[src/rtl/bp_param_if.sv]
// Handshake bundle for bp_param: row input stream and move output stream.
// Carries the err output when BP_PARAM_ERR_EN is defined.
interface bp_param_if #(
  parameter int LANES = 8
);
  localparam int LW = $clog2(LANES);

  logic                 in_valid;
  logic [LW-1:0]        guy;
  logic [2*LANES-1:0]   in_row;
  logic                 out_valid;
  logic [1:0]           out;
`ifdef BP_PARAM_ERR_EN
  logic                 err;

  modport master (output in_valid, guy, in_row, input out_valid, out, err);
  modport slave  (input in_valid, guy, in_row, output out_valid, out, err);
`else
  modport master (output in_valid, guy, in_row, input out_valid, out);
  modport slave  (input in_valid, guy, in_row, output out_valid, out);
`endif
endinterface

[src/rtl/bp_param.sv]
// Lane-runner planner: loads STEPS rows, back-scans obstacle targets, then emits one move per step.
// Optional err output is enabled by defining BP_PARAM_ERR_EN.
module bp_param #(
  parameter int LANES = 8,
  parameter int STEPS = 64
) (
  input logic       clk,
  input logic       rst_n,
  bp_param_if.slave bus
);
  localparam int LW = $clog2(LANES);
  localparam int CW = $clog2(STEPS);
  localparam int RW = LW + 3;

  typedef enum logic [1:0] {IDLE, LOAD, SCAN, OUT} state_t;

  state_t        state;
  logic [CW-1:0] cnt;
  logic [LW-1:0] p;
  logic          carry_vld;
  logic [LW-1:0] carry_gap;
  logic [1:0]    carry_typ;

  // Row store {obstacle, gap, type}; target store {valid, self, gap, type}
  logic [RW-1:0] row_buf [STEPS];
  logic [RW:0]   tgt_buf [STEPS];

  function automatic logic [1:0] move_of(input logic vld, input logic self,
                                         input logic [LW-1:0] g, input logic [1:0] y,
                                         input logic [LW-1:0] pos);
    if (!vld)          return 2'd0;
    if (pos != g)      return (g > pos) ? 2'd1 : 2'd2;
    if (self && y == 2'd1) return 2'd3;
    return 2'd0;
  endfunction

  function automatic logic [LW-1:0] next_lane(input logic [LW-1:0] pos, input logic [1:0] mv);
    case (mv)
      2'd1:    return (pos == LW'(LANES - 1)) ? pos : pos + 1'b1;
      2'd2:    return (pos == '0) ? pos : pos - 1'b1;
      default: return pos;
    endcase
  endfunction

  // Incoming row decode: lowest non-wall lane is the gap
  logic          row_obs;
  logic [LW-1:0] row_gap;
  logic [1:0]    row_typ;

  always_comb begin
    row_obs = 1'b0;
    row_gap = '0;
    row_typ = 2'd0;
    for (int i = LANES - 1; i >= 0; i--) begin
      if (bus.in_row[2*i +: 2] == 2'd3) begin
        row_obs = 1'b1;
      end else begin
        row_gap = LW'(i);
        row_typ = bus.in_row[2*i +: 2];
      end
    end
  end

  logic          last;
  logic          load_en;
  logic [CW-1:0] scan_idx;
  logic [CW-1:0] cnt_nxt;
  logic          s_obs;
  logic [LW-1:0] s_gap;
  logic [1:0]    s_typ;
  logic [RW:0]   scan_tgt;
  logic [RW:0]   step_tgt;
  logic          t_vld, t_self;
  logic [LW-1:0] t_gap;
  logic [1:0]    t_typ;
  logic [1:0]    mv;
  logic [LW-1:0] np;
  logic          step_fire;
  logic          out_end;

  assign last     = (cnt == CW'(STEPS - 1));
  assign load_en  = bus.in_valid && (state == IDLE || state == LOAD);
  assign scan_idx = CW'(STEPS - 1) - cnt;
  assign cnt_nxt  = cnt + 1'b1;
  assign {s_obs, s_gap, s_typ} = row_buf[scan_idx];
  assign scan_tgt = s_obs ? {1'b1, 1'b1, s_gap, s_typ} : {carry_vld, 1'b0, carry_gap, carry_typ};

  // Step 0 is taken straight from the final scan cycle so OUT starts without a bubble
  assign step_tgt  = (state == SCAN) ? scan_tgt : tgt_buf[cnt_nxt];
  assign {t_vld, t_self, t_gap, t_typ} = step_tgt;
  assign mv        = move_of(t_vld, t_self, t_gap, t_typ, p);
  assign np        = next_lane(p, mv);
  assign step_fire = (state == SCAN && last) || (state == OUT && !last);
  assign out_end   = (state == OUT) && last;

  always_ff @(posedge clk) begin
    if (load_en) row_buf[cnt] <= {row_obs, row_gap, row_typ};
    if (state == SCAN) tgt_buf[scan_idx] <= scan_tgt;
  end

  always_ff @(posedge clk or negedge rst_n) begin
    if (!rst_n) begin
      state         <= IDLE;
      cnt           <= '0;
      p             <= '0;
      carry_vld     <= 1'b0;
      carry_gap     <= '0;
      carry_typ     <= 2'd0;
      bus.out_valid <= 1'b0;
      bus.out       <= 2'd0;
    end else begin
      if (step_fire) begin
        bus.out_valid <= 1'b1;
        bus.out       <= mv;
        p             <= np;
      end
      case (state)
        IDLE: if (bus.in_valid) begin
          p     <= bus.guy;
          cnt   <= CW'(1);
          state <= LOAD;
        end
        LOAD: if (bus.in_valid) begin
          if (last) begin
            cnt       <= '0;
            carry_vld <= 1'b0;
            state     <= SCAN;
          end else begin
            cnt <= cnt_nxt;
          end
        end
        SCAN: begin
          if (s_obs) begin
            carry_vld <= 1'b1;
            carry_gap <= s_gap;
            carry_typ <= s_typ;
          end
          if (last) begin
            cnt   <= '0;
            state <= OUT;
          end else begin
            cnt <= cnt_nxt;
          end
        end
        OUT: if (last) begin
          cnt           <= '0;
          bus.out_valid <= 1'b0;
          bus.out       <= 2'd0;
          state         <= IDLE;
        end else begin
          cnt <= cnt_nxt;
        end
        default: state <= IDLE;
      endcase
    end
  end

`ifdef BP_PARAM_ERR_EN
  logic step_err;
  assign step_err = t_self && ((np != t_gap) || (t_typ != 2'd0 && p != t_gap));

  always_ff @(posedge clk or negedge rst_n) begin
    if (!rst_n)         bus.err <= 1'b0;
    else if (step_fire) bus.err <= step_err;
    else if (out_end)   bus.err <= 1'b0;
  end
`endif
endmodule
[src/flat_wrapper.sv]
// flat-port wrapper written by rule: the top's interface ports become plain ports
module bp_param_flat 
#(
  parameter int LANES = 8,
  parameter int STEPS = 64
)
  (clk, rst_n, bus_in_valid, bus_guy, bus_in_row, bus_out_valid, bus_out);
  bp_param_if #(.LANES(LANES)) bus_i ();
  input logic clk;
  input logic rst_n;
  input wire logic [$bits(bus_i.in_valid)-1:0] bus_in_valid;
  input wire logic [$bits(bus_i.guy)-1:0] bus_guy;
  input wire logic [$bits(bus_i.in_row)-1:0] bus_in_row;
  output wire logic [$bits(bus_i.out_valid)-1:0] bus_out_valid;
  output wire logic [$bits(bus_i.out)-1:0] bus_out;
  assign bus_i.in_valid = bus_in_valid;
  assign bus_i.guy = bus_guy;
  assign bus_i.in_row = bus_in_row;
  assign bus_out_valid = bus_i.out_valid;
  assign bus_out = bus_i.out;
  bp_param #(.LANES(LANES), .STEPS(STEPS)) u_core (.clk(clk), .rst_n(rst_n), .bus(bus_i));
endmodule
[config.mk]
export PLATFORM = sky130hd
export DESIGN_NAME = bp_param_flat
export DESIGN_NICKNAME = d
export VERILOG_FILES = /design/src/rtl/bp_param_if.sv /design/src/rtl/bp_param.sv /design/src/flat_wrapper.sv
export SDC_FILE = /design/constraint.sdc
export NUM_CORES = 1
export LEC_CHECK = 0
export BUFFER_PORTS_ARGS = -buffer_cell sky130_fd_sc_hd__buf_2
export CORE_UTILIZATION = 45
export DETAILED_ROUTE_END_ITERATION = 7
export SLEW_MARGIN = 5
export SYNTH_ARGS = -nofsm -noshare
export SYNTH_HDL_FRONTEND = slang
export SYNTH_SLANG_ARGS = --single-unit
[constraint.sdc]
create_clock -name clk -period 18.42 [get_ports clk]
set_clock_uncertainty 0.1 [all_clocks]
set_input_delay 1.842 -clock clk [delete_from_list [all_inputs] [get_ports clk]]
set_output_delay 1.842 -clock clk [all_outputs]
set_load 0.01 [all_outputs]
==> run metrics, run 1 <==
leakage power total=11.66 nW; post-CTS sizing=0; r2r setup slk=11.07 ns; Detail Route Antenna Nets=0; global-route wire length before repair=120,600 microns; Num CTS Buffers=86; EDFF count, synth=832; Via-to-Cell Ratio=6.092; Compound-Gate Fraction of Synth Area=6.705%; fin crit share=39.92%; Die ar.=0.07561 sq mm; hold path startpoint=u_core.carry_gap[2]; FF-to-FF End=u_core.p[2]; post-synthesis register bit count=852; clk_lat worst skew=0.63 ns; row count=99; Area Overhead vs Synth=11.75%; Total Wirelength=82,010 microns; largest family of logic cells by synthesized area=multiplexers; routability cong.=0.8819; critical path type=flop to flop; Crit Path Max Fanout=75; Cell Area, Synth=0.03353 sq mm; CP Capture Type=flop; Synth Warn #=0; minimum clock period=7.354 ns; Post-DP Area=0.03479 sq mm; Synth Area per Inst=18.07 sq um; Yosys cell types=74; Critical Path Source Type=flop; clk buf depth=3; # DRC=0; final net count=1,943; I/O pin cnt=25; P_sw=2.181 mW; finished layout cell area=0.03747 sq mm; setup repair after global routing missed its margin=false; Slew headroom=35.45%; initial antenna violation count=0; worst path buffer plus inverter count=3; XOR/XNOR share of the synthesized area=0.2052%; drt pass-1 iters=7; setup slack after layout=11.07 ns; Worst EP arrival=7.75 ns; Detailed Route Iter0 Violations=2,045; Die W=275.0 microns; WP data required=18.82 ns; HP Class=flop to flop; initial core utilization=45.73%; wire length per cell=27.94 microns; pin count of the biggest net entering global routing=120; final hold violations=0; CTS tree=done; Reg-to-Reg Start=u_core.cnt[2]; R2R cell count=22; outcome=finished clean; Diodes inserted=0; Hold Buf Count CTS=0; clock sink count=852; total core area=0.07333 sq mm; share of cells above drive strength 1=17.26%; H-tree depth=3; Cell Pwr Density=172.4 mW/mm^2; global route overflow=0; Peak VDD IR=0.1707 mV; post-synthesis simple-gate area fraction=5.232%; Post-Synth Adder-Cell Area=0.4851%; DP Worst Slack=11.10 ns; post-synthesis sequential area ratio=76.00%; post-synthesis mux area share=9.586%; CP max stage delay=0.97 ns; switching share of total power=33.76%; Max stage delay cell, worst path=dfrtp_4; Post-synth top flop=edfxtp_1; fillcell total=5,929; Port Buf Inserts=24; Setup Viol. Count Final=0; most frequent CP cell=buf_4; maximum clock frequency=0.1360 GHz; GRT Util Overall=21.95%; power share of the combinational group=32.7%; CP delay by family, top=simple AND/OR/NAND/NOR gates; vias in the first global route=17.73k; Vias=17.88k; Clk pwr share=25.8%; post-layout util=51.10%; Slew Viols, Final=0; Synth async-reset ratio=2.347%; HPWL after DPL=49,630 microns; Final Instance Count excl. Fillers=2,935; TNS Setup=0 ns; Post-Syn Instances=1,856; Reg clk slew, reported paths=0.06 ns; Die Y-Extent=275.0 microns; Worst-Margin Slew=0.9646 ns; CP cell instances=buf_4, nor2b_1, a221oi_1, nor3_1, a2111o_1, or3_2, buf_4, nor2_1, a31oi_4, buf_4, mux2i_1, ha_1, and3_1, o311ai_1, nor3_1, nor2_2, and2_1, ha_1, a21oi_1, o21ai_0, a222oi_1, a21oi_1; syn_nets=1,891; Min-Delay Endpoint=u_core.carry_gap[2]; Flop pwr share=41.6%; placed insts=2,779; max-cap check violation count=0; Min-Delay Path Depth=2; Int Power=4.280 mW; # Post-CTS Setup Buffers=0; CTS Root Cell=clkbuf_16
[metal layers]
layer	GRT usage, %	share of wire (%)	vias to the layer above
met4	7.618	3.4	0
met2	36.80	50	746
li1	-	-	7652
met3	3.072	6.1	162
met5	0	0	-
met1	29.45	41	9321
[state kept, by name, indices dropped and copies added (netlist names)]
| register | count |
|---|---|
| u_core.state | 2 |
| u_core.cnt | 6 |
| u_core.bus.out_valid | 1 |
| u_core.row_buf | 384 |
| u_core.carry_gap | 3 |
| u_core.p | 3 |
| u_core.carry_typ | 2 |
| u_core.tgt_buf | 448 |
| u_core.bus.out | 2 |
| u_core.carry_vld | 1 |
[worst register-to-register path, stage by stage (launching register included)]
cell	delay, ns
dfrtp_4	0.97
buf_4	0.61
nor2b_1	0.46
a221oi_1	0.17
nor3_1	0.32
a2111o_1	0.17
or3_2	0.13
buf_4	0.68
nor2_1	0.20
a31oi_4	0.18
buf_4	0.51
mux2i_1	0.23
ha_1	0.33
and3_1	0.17
o311ai_1	0.12
nor3_1	0.33
nor2_2	0.10
and2_1	0.18
ha_1	0.26
a21oi_1	0.35
o21ai_0	0.17
a222oi_1	0.38
a21oi_1	0.11
[layout make-up]
cell class,instances,area (sq um),share of cell area (%)
Sequential cell,852,25490,68.03
Tap cell,959,1200,3.202
Inverter,24,90.09,0.2404
Multi-Input combinational cell,883,7597,20.28
Clock buffer,118,2407,6.424
Timing Repair Buffer,61,410.4,1.095
Clock inverter,38,272.8,0.7279
[power groups by stage]
| stage | clock, mW | sequential [mW] | combinational [mW] |
|---|---|---|---|
| after floorplan | 0 | 2.69 | 1.39 |
| after global placement | 0 | 2.72 | 2.08 |
| after CTS | 1.69 | 2.68 | 2.13 |
| after global routing | 1.75 | 2.69 | 2.26 |
| final | 1.66 | 2.69 | 2.11 |
| after detailed placement | 0 | 2.73 | 2.13 |
[cell usage in the layout (no fill, tap or decap), drive strengths merged, types with 4 or more instances in the layout]
cell type and instances:
a211o 4, a21boi 4, a21oi 33, a221oi 40, a22o 20, a22oi 64
a311oi 4, a31oi 25, and2 10, and3 6, buf 61, clkbuf 118
clkinv 33, dfrtp 20, edfxtp 832, ha 13, inv 25, mux2 13
mux2i 38, mux4 119, nand2 91, nand2b 13, nand3 29, nand3b 4
nand4 6, nor2 177, nor2b 12, nor3 16, nor3b 4, o211ai 11
o21ai 36, o221ai 11, o22a 4, o22ai 8, o31ai 4, o32ai 9
or3 5, xor2 4
[per-stage QoR]
| stage | power [mW] | hold slack, ns |
|---|---|---|
| detailed placement | 4.855 | 0.3742 |
| global placement | 4.803 | 0.3708 |
| global route | 6.705 | 0.4403 |
| finish | 6.460 | 0.3952 |
| floorplan | 4.081 | 0.3505 |
| CTS | 6.505 | 0.3877 |
[cell usage after synthesis, types with 14 or more instances]
cell | count | area (sq um)
edfxtp_1 | 832 | 24980
nor2_1 | 176 | 660.6
mux4_2 | 118 | 2658
nand2_1 | 91 | 341.6
a22oi_1 | 64 | 480.5
a221oi_1 | 40 | 350.3
clkbuf_1 | 38 | 142.6
mux2i_1 | 38 | 380.4
o21ai_0 | 36 | 180.2
a21oi_1 | 33 | 165.2
nand3_1 | 28 | 140.1
a31oi_1 | 25 | 156.4
buf_2 | 25 | 125.1
inv_1 | 22 | 82.58
a22o_1 | 20 | 175.2
dfrtp_1 | 20 | 500.5
nor3_1 | 16 | 80.08
buf_4 | 14 | 105.1
[worst max path at each step]
stage,startpoint,to,cells past startpoint
finish,u_core.cnt[2],u_core.p[2],22
global route,u_core.cnt[2],u_core.p[2],22
CTS,u_core.cnt[1],u_core.p[2],23
floorplan,u_core.cnt[1],u_core.p[2],23
global placement,u_core.cnt[2],u_core.p[2],22
detailed placement,u_core.cnt[1],u_core.p[2],23
[cell families after synthesis]
kind of cell | Yosys count
AOI/OAI and AO/OA | 305
xor gates and xnor gates | 7
adders and majority gates | 13
buffers and inverters | 121
DFF | 852
muxes | 170
and+or+nand+nor | 388
Power figures use the tool's default switching activity.
==> run 2: changes to the inputs <==
--- a/config.mk
+++ b/config.mk
@@ -5,6 +5,7 @@
 export SDC_FILE = /design/constraint.sdc
 export NUM_CORES = 1
 export LEC_CHECK = 0
+export ABC_AREA = 1
 export BUFFER_PORTS_ARGS = -buffer_cell sky130_fd_sc_hd__buf_2
 export CORE_UTILIZATION = 45
 export DETAILED_ROUTE_END_ITERATION = 7
==> constraint.sdc (replaced) <==
create_clock -name clk -period 7.25 [get_ports clk]
set_clock_uncertainty 0.1 [all_clocks]
set_input_delay 0.725 -clock clk [delete_from_list [all_inputs] [get_ports clk]]
set_output_delay 0.725 -clock clk [all_outputs]
set_load 0.01 [all_outputs]
==> run metrics, run 2 <==
Max stage delay cell, worst path=dfrtp_4 (unchanged); Post-synth top cells=nand2_1 (860), edfxtp_1 (832), nand3_1 (219), nor2_1 (174), o21ai_0 (142) (was edfxtp_1 (832), nor2_1 (176), mux4_2 (118), nand2_1 (91), a22oi_1 (64)); Vias=22.78k (was 17.88k); Synth top area share=71.14% (was 74.51%); drt pass-1 iters=5 (was 7); total power=17.00 mW (was 6.460 mW); DP Worst Slack=1.275 ns (was 11.10 ns); R2R cell count=26 (was 22); # Post-CTS Setup Buffers=0 (unchanged); pin count of the biggest net entering global routing=185 (was 120); Slew Viols, Final=0 (unchanged); Detail Route Antenna Nets=0 (unchanged); Crit Path Max Fanout=71 (was 75); setup repair after global routing missed its margin=false (unchanged); GRT Util Overall=23.08% (was 21.95%); maximum clock frequency=0.1642 GHz (was 0.1360 GHz); WP data required=7.66 ns (was 18.82 ns); clock sink count=852 (unchanged); CP endpoint=u_core.p[1] (was u_core.p[2]); share of cells above drive strength 1=8.684% (was 17.26%); fillcell total=6,724 (was 5,929); Cell Area, Synth=0.03512 sq mm (was 0.03353 sq mm); Setup Viol. Count Final=0 (unchanged); # DRC=0 (unchanged); TNS Setup=0 ns (unchanged); Peak VDD IR=0.5153 mV (was 0.1707 mV); clk buf depth=3 (unchanged); leakage power total=13.95 nW (was 11.66 nW); Post-synth top flop=edfxtp_1 (unchanged); Die W=281.4 microns (was 275.0 microns); outcome=finished clean (unchanged); setup slack after layout=1.161 ns (was 11.07 ns); FF+latch area=0.02549 sq mm (about the same); post-synthesis register bit count=852 (unchanged); critical path type=flop to flop (unchanged); synth top area cells=edfxtp_1 (71%), nand2_1 (9.2%), nand3_1 (3.1%) (was edfxtp_1 (75%), mux4_2 (7.9%), nor2_1 (2.0%)); commonest non-fill, non-tap cell in the layout=nand2_1 (was edfxtp_1); max reg flops=448 (unchanged); most frequent cell after synthesis=nand2_1 (was edfxtp_1); CP Capture Type=flop (unchanged); cell taking the most area after synthesis=edfxtp_1 (unchanged); global route overflow=0 (unchanged); routability cong.=0.8570 (was 0.8819); vias in the first global route=22.25k (was 17.73k); finished layout cell area=0.03915 sq mm (was 0.03747 sq mm); footprint of the multi-input gates=0.008456 sq mm (was 0.007597 sq mm); post-synthesis sequential area ratio=72.56% (was 76.00%); CTS tree=done (unchanged); total core area=0.07734 sq mm (was 0.07333 sq mm); Num CTS Buffers=88 (was 86); Worst-Margin Slew=1.280 ns (was 0.9646 ns); Reg clk slew, reported paths=0.06 ns (about the same); Cell Pwr Density=434.1 mW/mm^2 (was 172.4 mW/mm^2); Slew headroom=14.01% (was 35.45%); final net count=2,959 (was 1,943); Reg-to-Reg Start=u_core.cnt[0] (was u_core.cnt[2]); Port Buf Inserts=24 (unchanged); Synth Warn #=0 (unchanged); final hold violations=0 (unchanged); Via-to-Cell Ratio=5.648 (was 6.092); CTS Root Cell=clkbuf_16 (unchanged); Largest Register=u_core.tgt_buf (unchanged); Diodes inserted=0 (unchanged); H-tree depth=3 (unchanged); CP max stage delay=1.01 ns (was 0.97 ns); wire length per cell=22.50 microns (was 27.94 microns); HPWL after DPL=52,980 microns (was 49,630 microns); Yosys cell types=49 (was 74); global-route wire length before repair=137,100 microns (was 120,600 microns); Largest regs=u_core.tgt_buf: 448 flops, u_core.row_buf: 384 flops, u_core.cnt: 6 flops (unchanged); post-CTS sizing=0 (unchanged); most frequent cells in the layout=nand2_1 (857), edfxtp_1 (832), nand3_1 (219) (was edfxtp_1 (832), nor2_1 (172), mux4_2 (118)); HP Class=primary input to flop (was flop to flop); r2r setup slk=1.16 ns (was 11.07 ns); initial antenna violation count=1 (was 0); Detailed Route Iter0 Violations=2,495 (was 2,045); FF-to-FF End=u_core.p[1] (was u_core.p[2]); Die ar.=0.07917 sq mm (was 0.07561 sq mm); Hold Buf Count CTS=1 (was 0); Synth async-reset ratio=2.347% (unchanged); minimum clock period=6.089 ns (was 7.354 ns); clk_lat worst skew=0.65 ns (was 0.63 ns); syn_nets=2,957 (was 1,891); fin crit share=83.99% (was 39.92%); Die Y-Extent=281.4 microns (was 275.0 microns); Area Overhead vs Synth=11.48% (was 11.75%); I/O pin cnt=25 (unchanged); Total Wirelength=90,760 microns (was 82,010 microns); initial core utilization=45.41% (was 45.73%); Worst EP arrival=6.50 ns (was 7.75 ns); crit path from=u_core.cnt[0] (was u_core.cnt[2]); Post-DP Area=0.03623 sq mm (was 0.03479 sq mm); row count=102 (was 99); Synth Area per Inst=12.02 sq um (was 18.07 sq um); Post-Syn Instances=2,922 (was 1,856); max-cap check violation count=0 (unchanged); Critical Path Source Type=flop (unchanged); EDFF count, synth=832 (unchanged)
[run 2: cell types whose count changed after synthesis, moves of 20 or more]
cell | before | now
a221oi_1 | 40 | 8
a22oi_1 | 64 | 21
a31oi_1 | 25 | 5
buf_2 | 25 | 66
inv_1 | 22 | 102
mux2i_1 | 38 | 0
mux4_2 | 118 | 0
nand2_1 | 91 | 860
nand3_1 | 28 | 219
nand3b_1 | 4 | 26
nor3_1 | 16 | 126
o211ai_1 | 11 | 31
o21ai_0 | 36 | 142
o22ai_1 | 8 | 30
[run 2: layer usage]
layer	up-vias	GRT usage [%]	part of all wire, %
met1	11258	30.85	41
met5	-	0	0.014
met2	959	38.08	48
li1	10374	-	-
met3	191	3.936	7.1
met4	2	8.236	3.5
[run 2: critical path, delay by kind of cell (launching register included)]
kind / cells / cell delay, ns
fa+ha+maj: 2 / 0.52
buf+inv: 6 / 1.41
compound gates: 4 / 0.63
simple gates: 14 / 2.20
flops: 1 / 1.01
[run 2: cells by family (layout without fill, tap and decap cells)]
group                      after synthesis  in the layout  share of synthesized area, %
DFF                                    852            852                         72.56
xor gates and xnor gates                 2              2                       0.04989
AOI/OAI and AO/OA                      315            315                         5.533
buffers and inverters                  281            353                         3.716
and+or+nand+nor                       1459           1459                         17.67
adders and majority gates               13             13                        0.4632
[run 2: how the worst min path moves through the flow]
stage | cells after the start | endpoint | slack (ns) | from
finish | 3 | u_core.p[1] | 0.25 | bus_guy[1]
global route | 3 | u_core.p[1] | 0.23 | bus_guy[1]
CTS | 3 | u_core.p[1] | 0.23 | bus_guy[1]
detailed placement | 2 | u_core.carry_typ[1] | 0.42 | u_core.carry_typ[1]
global placement | 2 | u_core.carry_typ[1] | 0.41 | u_core.carry_typ[1]
floorplan | 0 | u_core.bus.out[0] | 0.33 | rst_n
[run 2: final cells by class]
type	count	share of cell area (%)
Sequential cell	852	65.11
Multi-Input combinational cell	1789	21.60
Clock buffer	111	6.059
Tap cell	1040	3.324
Timing Repair Buffer	75	1.387
Clock inverter	49	1.374
Inverter	118	1.151
[run 2: through the flow]
step	utilization, %	hold WS, ns	std cells
floorplan	-	0.3294	2922
global placement	46.85	0.4102	3873
detailed placement	46.85	0.4237	3873
CTS	50.62	0.2260	4034
global route	50.62	0.2343	4034
finish	50.62	0.2516	4034
[run 2: power by group]
group | switching [mW] | leakage [nW] | total [mW] | internal (mW)
combinational | 4.49 | 4.68 | 5.90 | 1.41
sequential | 0.162 | 7.83 | 6.50 | 6.34
clock | 1.85 | 1.43 | 4.59 | 2.74
total | 6.51 | 13.9 | 17.0 | 10.5
